File: src/rtl/alpaca_fft_pkg.sv
// Shared types and sizing for the radix-2 FFT datapath.
package alpaca_fft_pkg;

    localparam int unsigned FFT_LEN = 16;
    localparam int unsigned WIDTH   = 16;
    localparam int unsigned TUSER_W = 8;
    localparam int unsigned HALF    = FFT_LEN / 2;

    // Complex sample, packed as {im, re}
    typedef struct packed {
        logic signed [WIDTH-1:0] im;
        logic signed [WIDTH-1:0] re;
    } cx_t;

    typedef enum logic {
        FILL = 1'b0,
        PAIR = 1'b1
    } sched_state_e;

endpackage

File: src/rtl/alpaca_half_buf.sv
// Half-frame sample store: synchronous write, asynchronous read.
module alpaca_half_buf #(
    parameter int unsigned DEPTH = 8,
    parameter int unsigned DW    = 40,
    parameter int unsigned AW    = (DEPTH > 1) ? $clog2(DEPTH) : 1
) (
    input  logic          clk,
    input  logic          we,
    input  logic [AW-1:0] waddr,
    input  logic [DW-1:0] wdata,
    input  logic [AW-1:0] raddr,
    output logic [DW-1:0] rdata
);

    logic [DW-1:0] mem [DEPTH];

    // Write port; contents are don't-care after reset
    always_ff @(posedge clk) begin
        if (we) begin
            mem[waddr] <= wdata;
        end
    end

    assign rdata = mem[raddr];

endmodule

File: src/rtl/alpaca_bfly_sched.sv
// Radix-2 DIF butterfly sequencer: buffers the first half of a frame and
// pairs each second-half sample with its buffered partner.
// Optional feature macro: SCHED_ERR_CNT_EN adds a saturating err_cnt output.
module alpaca_bfly_sched #(
    parameter int unsigned FFT_LEN = alpaca_fft_pkg::FFT_LEN,
    parameter int unsigned WIDTH   = alpaca_fft_pkg::WIDTH,
    parameter int unsigned TUSER_W = alpaca_fft_pkg::TUSER_W,
    localparam int unsigned KW     = (FFT_LEN > 4) ? $clog2(FFT_LEN / 2) : 1
) (
    input  logic                 clk,
    input  logic                 rst,
    input  logic [2*WIDTH-1:0]   s_tdata,
    input  logic                 s_tvalid,
    output logic                 s_tready,
    input  logic                 s_tlast,
    input  logic [TUSER_W-1:0]   s_tuser,
    output logic [2*WIDTH-1:0]   x1_tdata,
    output logic                 x1_tvalid,
    input  logic                 x1_tready,
    output logic [TUSER_W-1:0]   x1_tuser,
    output logic                 x1_tlast,
    output logic [2*WIDTH-1:0]   x2_tdata,
    output logic                 x2_tvalid,
    input  logic                 x2_tready,
    output logic [TUSER_W-1:0]   x2_tuser,
    output logic                 x2_tlast,
    output logic [KW-1:0]        wk_idx,
`ifdef SCHED_ERR_CNT_EN
    output logic [15:0]          err_cnt,
`endif
    output logic                 frame_err
);

    import alpaca_fft_pkg::*;

    localparam int unsigned PAIRS = FFT_LEN / 2;
    localparam int unsigned DW    = 2 * WIDTH;
    localparam int unsigned BW    = TUSER_W + DW;
    localparam logic [KW-1:0] K_LAST = KW'(PAIRS - 1);

    sched_state_e state, state_next;
    logic [KW-1:0] cnt, cnt_next;
    logic          buf_we;
    logic          pair_load;
    logic          err_c;
    logic          out_valid;
    logic          both_ready;
    logic          accept;
    logic [BW-1:0] rd_entry;

    assign both_ready = x1_tready & x2_tready;
    assign s_tready   = ~rst & ((state == FILL) | ~out_valid | both_ready);
    assign accept     = s_tvalid & s_tready;

    alpaca_half_buf #(
        .DEPTH (PAIRS),
        .DW    (BW),
        .AW    (KW)
    ) u_half_buf (
        .clk   (clk),
        .we    (buf_we),
        .waddr (cnt),
        .wdata ({s_tuser, s_tdata}),
        .raddr (cnt),
        .rdata (rd_entry)
    );

    // State and half-frame index register
    always_ff @(posedge clk) begin
        if (rst) begin
            state <= FILL;
            cnt   <= '0;
        end else begin
            state <= state_next;
            cnt   <= cnt_next;
        end
    end

    // Next state, buffer write, pair load and framing-error detection
    always_comb begin
        state_next = state;
        cnt_next   = cnt;
        buf_we     = 1'b0;
        pair_load  = 1'b0;
        err_c      = 1'b0;
        if (accept) begin
            case (state)
                FILL: begin
                    if (s_tlast) begin
                        // Any tlast in the first half is early: drop and resync
                        err_c    = 1'b1;
                        cnt_next = '0;
                    end else begin
                        buf_we = 1'b1;
                        if (cnt == K_LAST) begin
                            cnt_next   = '0;
                            state_next = PAIR;
                        end else begin
                            cnt_next = cnt + KW'(1);
                        end
                    end
                end
                PAIR: begin
                    if (s_tlast && (cnt != K_LAST)) begin
                        err_c      = 1'b1;
                        cnt_next   = '0;
                        state_next = FILL;
                    end else begin
                        pair_load = 1'b1;
                        if (cnt == K_LAST) begin
                            // Missing tlast still completes the pair
                            err_c      = ~s_tlast;
                            cnt_next   = '0;
                            state_next = FILL;
                        end else begin
                            cnt_next = cnt + KW'(1);
                        end
                    end
                end
                default: begin
                    state_next = FILL;
                    cnt_next   = '0;
                end
            endcase
        end
    end

    // One-entry output stage shared by both butterfly ports
    always_ff @(posedge clk) begin
        if (rst) begin
            out_valid <= 1'b0;
            x1_tdata  <= '0;
            x1_tuser  <= '0;
            x2_tdata  <= '0;
            x2_tuser  <= '0;
            x2_tlast  <= 1'b0;
            wk_idx    <= '0;
            frame_err <= 1'b0;
        end else begin
            frame_err <= err_c;
            if (pair_load) begin
                out_valid <= 1'b1;
                x1_tdata  <= rd_entry[DW-1:0];
                x1_tuser  <= rd_entry[BW-1:DW];
                x2_tdata  <= s_tdata;
                x2_tuser  <= s_tuser;
                x2_tlast  <= (cnt == K_LAST);
                wk_idx    <= cnt;
            end else if (both_ready) begin
                out_valid <= 1'b0;
            end
        end
    end

    assign x1_tvalid = out_valid;
    assign x2_tvalid = out_valid;
    assign x1_tlast  = 1'b0;

`ifdef SCHED_ERR_CNT_EN
    // Saturating count of framing errors
    always_ff @(posedge clk) begin
        if (rst) begin
            err_cnt <= '0;
        end else if (frame_err && (err_cnt != 16'hFFFF)) begin
            err_cnt <= err_cnt + 16'd1;
        end
    end
`endif

endmodule
File: config.mk
export PLATFORM = sky130hd
export DESIGN_NAME = alpaca_bfly_sched
export DESIGN_NICKNAME = d
export VERILOG_FILES = /design/src/rtl/alpaca_fft_pkg.sv /design/src/rtl/alpaca_half_buf.sv /design/src/rtl/alpaca_bfly_sched.sv
export SDC_FILE = /design/constraint.sdc
export NUM_CORES = 1
export LEC_CHECK = 0
export CAP_MARGIN = 20
export CORE_MARGIN = 5
export CORE_UTILIZATION = 25
export CTS_CLUSTER_SIZE = 10
export DETAILED_ROUTE_END_ITERATION = 6
export GPL_TIMING_DRIVEN = 0
export PLACE_DENSITY = 0.42
export REMOVE_ABC_BUFFERS = 1
export SYNTH_ARGS = -nofsm -noshare
export SYNTH_HDL_FRONTEND = slang
export SYNTH_SLANG_ARGS = --single-unit
export TNS_END_PERCENT = 20
File: constraint.sdc
create_clock -name clk -period 12.81 [get_ports clk]
set_input_delay 2.562 -clock clk [delete_from_list [all_inputs] [get_ports clk]]
set_output_delay 2.562 -clock clk [all_outputs]
set_load 0.005 [all_outputs]
==> results list <==
- Global routing consumed, on the met2 layer, 18.2% of the routing resources.
- HPWL Detailed: around 23000 um
- Maximum number of pins on one net before global-route repair: 50
* Min cycle time layout: between 6000 and 7000 ps
- # DRC: 0
- For this block, the routed nets add up to 37400 um of wire.
- Setup violations remaining at the end of the flow were counted as 0.
- The net count of the finished layout is 1058.
- Maximum fanout encountered on the critical timing path: 3
- Summing the areas of all fa, ha and maj instances in the mapped netlist gives 0.500% of the synthesized area.
- For this run, the number of Yosys warnings is 0.
- Critical Path Source: x1_tready
- The layer flagged by global routing as most heavily used is met2.
- Synthesis produced 847 cells.
- Number of instances in the placed design: 1728
* Clock slew at reported path FFs: 50 ps
- Class of the tightest hold or removal check: reg -> reg
* Leading cell type by number of instances after synthesis: sky130_fd_sc_hd__edfxtp_1
- Critical Path, Cell by Cell: clkdlybuf4s50_1 > a21boi_0 > a21oi_1 > clkdlybuf4s50_1
- Count of cells along the worst register-to-register path: 11
* Vias per std cell: approximately 4.4
- Summing the areas of all xor and xnor instances in the mapped netlist gives 0% of the synthesized area.
- Run status: complete, no violations
- Cells fill approximately a third of the core in the end.
- Power spread over the standard cell area amounts to roughly 150 mW/mm^2.
* Clk root buf: sky130_fd_sc_hd__clkbuf_16
- In this run the core area contains a little under 90 standard-cell rows.
- TritonCTS built the clock tree.
- Across the run, the number of max-cap violations was 0.
- After layout, the worst path uses around half of the clock period.
- I/O pin cnt: around 140
- Filler Cell Count: 5768
- Once the clock tree was built, the resizer swapped 0 gates to a different size.
* Worst Hold Slack: ~450 ps
* Total clock buffers created by CTS: 49
- Synthesized-area fraction occupied by ao, oa, aoi and oai cells: ~3.6%
* Main combinational cell family by area after synthesis: multiplexers
- In this run, the number of DRC markers left after iteration 0 of detailed routing was 429.
* End of the worst register-to-register path: x1_tdata[8]
- The mapped netlist covers 0.0150 mm^2.
- Die Span Y: 255 um
* Startpoint of the worst register-to-register path: cnt[1]
- Share of the yosys chip area belonging to registers: 76.0%
- The synthesized design contains 410 register bits.
- Grt met3 use: under 10%
- The die is between 200 and 300 um wide.
- The core region is just under 0.06 mm^2.
- Max Root-Sink Buffers: 3
- Avg WL per Cell: 20.6 um
- Once layout is done, the placed cells without fillers occupy 0.0191 mm^2.
- In this design, the critical path's most frequently occurring cell is sky130_fd_sc_hd__clkdlybuf4s50_1.
- The commonest cells after synthesis are sky130_fd_sc_hd__edfxtp_1 (320), sky130_fd_sc_hd__nand2_1 (91), sky130_fd_sc_hd__dfxtp_1 (90).
- GRT Residual Overflow: 0
- CTS saw 410 sinks.
- The count of buffers added on input and output ports is 133.
- Yosys mapped a number of flops with a built-in enable equal to between 300 and 400.
- A synthesized cell averages 17.7 um^2.
- The internal portion of the total power is 2.23 mW.
- Post-Route Skew: about 13 ps
* Static power due to leakage: 5.81 nW
- The final count of pins violating max slew is 0.
- The synthesized design devotes to its leading area cell type between 60% and 70% of total area.
* Post-placement cell area: 0.0176 mm^2
- Area contributors post-synth: sky130_fd_sc_hd__edfxtp_1 (64%), sky130_fd_sc_hd__dfxtp_1 (12%), sky130_fd_sc_hd__mux4_2 (12%), sky130_fd_sc_hd__nand2_1 (2.3%), sky130_fd_sc_hd__a21oi_1 (1.7%)
- Initial antenna violation count: 1
* Share of power burned in the clock network: 45.7%
- The worst setup path is launched from an input pin.
* Die ar.: 0.0650 mm^2
- TritonRoute pass-1 iters: 4
- Switching part of the total power: 20.0%
- In this run the number of H-tree levels came out at 2.
* Post CTS Setup Buffer Count: 0
- Arrival @ worst endpoint: 3990 ps
- The critical path ends at s_tready.
- Relative to the synthesized area, the layout overhead comes to 27.2%.
- Buffers inserted to repair hold after CTS numbered 0.
* Non-filler instance count after layout: 1817
- Via count of the routed design: 7925
- At the worst endpoint, the required time is 10250 ps.
- Net switching power: 0.558 mW
- Summing the areas of all and, or, nand and nor instances in the mapped netlist gives 5.54% of the synthesized area.
- Number of distinct library cells after synthesis: 30
- Routing usage on met1: roughly 16%
- Post-place setup slack: 6240 ps
- Post-synthesis cell type with the largest combined area: sky130_fd_sc_hd__edfxtp_1
- The share of total power dissipated in sequential elements is 51.6%.
* Unrepaired setup endpoints after global routing: false
- Remaining max-slew budget at the tightest pin: 32.3%
- Max rail drop VDD: ~0.074 mV
- 0 antenna diodes ended up in the layout.
- On the worst path, the slowest cell contributes a delay of 480 ps.
* Global-route wire length before repair: about 56000 um
- Final hold viol count: 0
- Across all setup checks in the final design, the least slack found is around 6300 ps.
* Worst reg-to-reg setup slack: 8780 ps
* Skew-Pair Late Insertion Delay: around 550 ps
* Worst-margin pin slew: 1010 ps
- Global routing used 11.5% of the available tracks across all layers.
- The worst setup path is captured at an output pin.
- Share of cells above drive strength 1: 17.4%
- Antenna violation net count after detailed routing: 0
- FMAX: 153 MHz
* WS Path Type: in -> out
- Part of the power in combinational logic: 2.7%
- The via count of the first global-routing pass came to 8627.
- The initial utilization of the core area, before any placement, comes to 25.3%.
* Post-synth top flop: sky130_fd_sc_hd__edfxtp_1
- Of all flip-flops after synthesis, the portion carrying an async set or reset was 0%.
- The congestion estimate from routability-driven global placement came to between 0.6 and 0.7.
* Standard cell with the maximum stage delay on the critical path: sky130_fd_sc_hd__clkdlybuf4s50_1
* Multiplexer share of the synthesized area: 12.2%
## critical path, delay by kind of cell
kind | cells | cell delay, ps
AO/OA/AOI/OAI | 2 | 540
buffers and inverters | 2 | 890
## power groups by stage
stage          combinational [mW]  sequential, mW  clock [mW]
6_report                   0.0764            1.44        1.27
5_1_grt                    0.0840            1.44        1.39
4_1_cts                    0.0792            1.44        1.33
3_5_place_dp               0.0789            1.47           0
3_3_place_gp               0.0700            1.48           0
2_1_floorplan              0.0274            1.47           0
## cells in the final DEF (no fill, tap or decap), types with 3 or more instances in the layout
master and count:
sky130_fd_sc_hd__buf_16 7, sky130_fd_sc_hd__clkbuf_1 32, sky130_fd_sc_hd__ha_1 6, sky130_fd_sc_hd__buf_12 11, sky130_fd_sc_hd__clkbuf_8 5, sky130_fd_sc_hd__nor3_2 3
sky130_fd_sc_hd__clkdlybuf4s50_1 132, sky130_fd_sc_hd__o22ai_1 39, sky130_fd_sc_hd__dfxtp_1 88, sky130_fd_sc_hd__nor2_4 6, sky130_fd_sc_hd__mux4_2 79, sky130_fd_sc_hd__a21oi_1 51
sky130_fd_sc_hd__nand2_1 90, sky130_fd_sc_hd__nor3_1 42, sky130_fd_sc_hd__nor2_1 42, sky130_fd_sc_hd__buf_8 3, sky130_fd_sc_hd__nand2b_1 5, sky130_fd_sc_hd__clkbuf_16 49
sky130_fd_sc_hd__buf_6 8, sky130_fd_sc_hd__inv_1 3, sky130_fd_sc_hd__edfxtp_1 320
## registers in the layout, indices dropped and copies added, names as in the netlist
name            flops
u_half_buf.mem    320
x1_tdata           32
x2_tdata           32
x1_tuser            8
x2_tuser            8
cnt                 3
wk_idx              3
frame_err           1
state               1
x1_tvalid           1
x2_tlast            1
## cell families after synthesis
group                      Yosys count
AOI/OAI and AO/OA                   95
muxes                               82
adders and majority gates            6
and+or+nand+nor                    196
buffers and inverters               57
other                                1
DFF                                410
## final cells by class
class | instances | area [um^2] | share of cell area, %
clock buffer | 86 | 1420 | 7.42
clock inverter | 3 | 38.8 | 0.203
inverter | 3 | 11.3 | 0.0590
multi-input combinational | 380 | 3360 | 17.6
sequential | 410 | 11400 | 59.8
tap | 773 | 967 | 5.07
timing repair buffer | 162 | 1880 | 9.83
## through the flow
| stage | total power, mW | TNS [ps] |
|---|---|---|
| 3_3_place_gp | 1.55 | -101780 |
| 5_1_grt | 2.91 | 0 |
| 3_5_place_dp | 1.55 | 0 |
| 6_report | 2.79 | 0 |
| 2_1_floorplan | 1.50 | 0 |
| 4_1_cts | 2.85 | 0 |
## routing by layer
metal / vias to the layer above / wire [um]
met4: 2 / 633
li1: 3621 / -
met3: 51 / 1630
met5: - / 12
met1: 4108 / 17700
met2: 143 / 17400
## worst min-delay path by stage
stage / start / endpoint / cells after the start
CTS: x2_tdata[16] / x2_tdata[16] / 2
global placement: x2_tdata[3] / x2_tdata[3] / 2
detailed placement: x2_tdata[29] / x2_tdata[29] / 2
finish: x2_tdata[3] / x2_tdata[3] / 2
floorplan: wk_idx[0] / wk_idx[0] / 2
global route: x2_tdata[29] / x2_tdata[29] / 2
No activity file was read; power rests on OpenSTA's default activity.
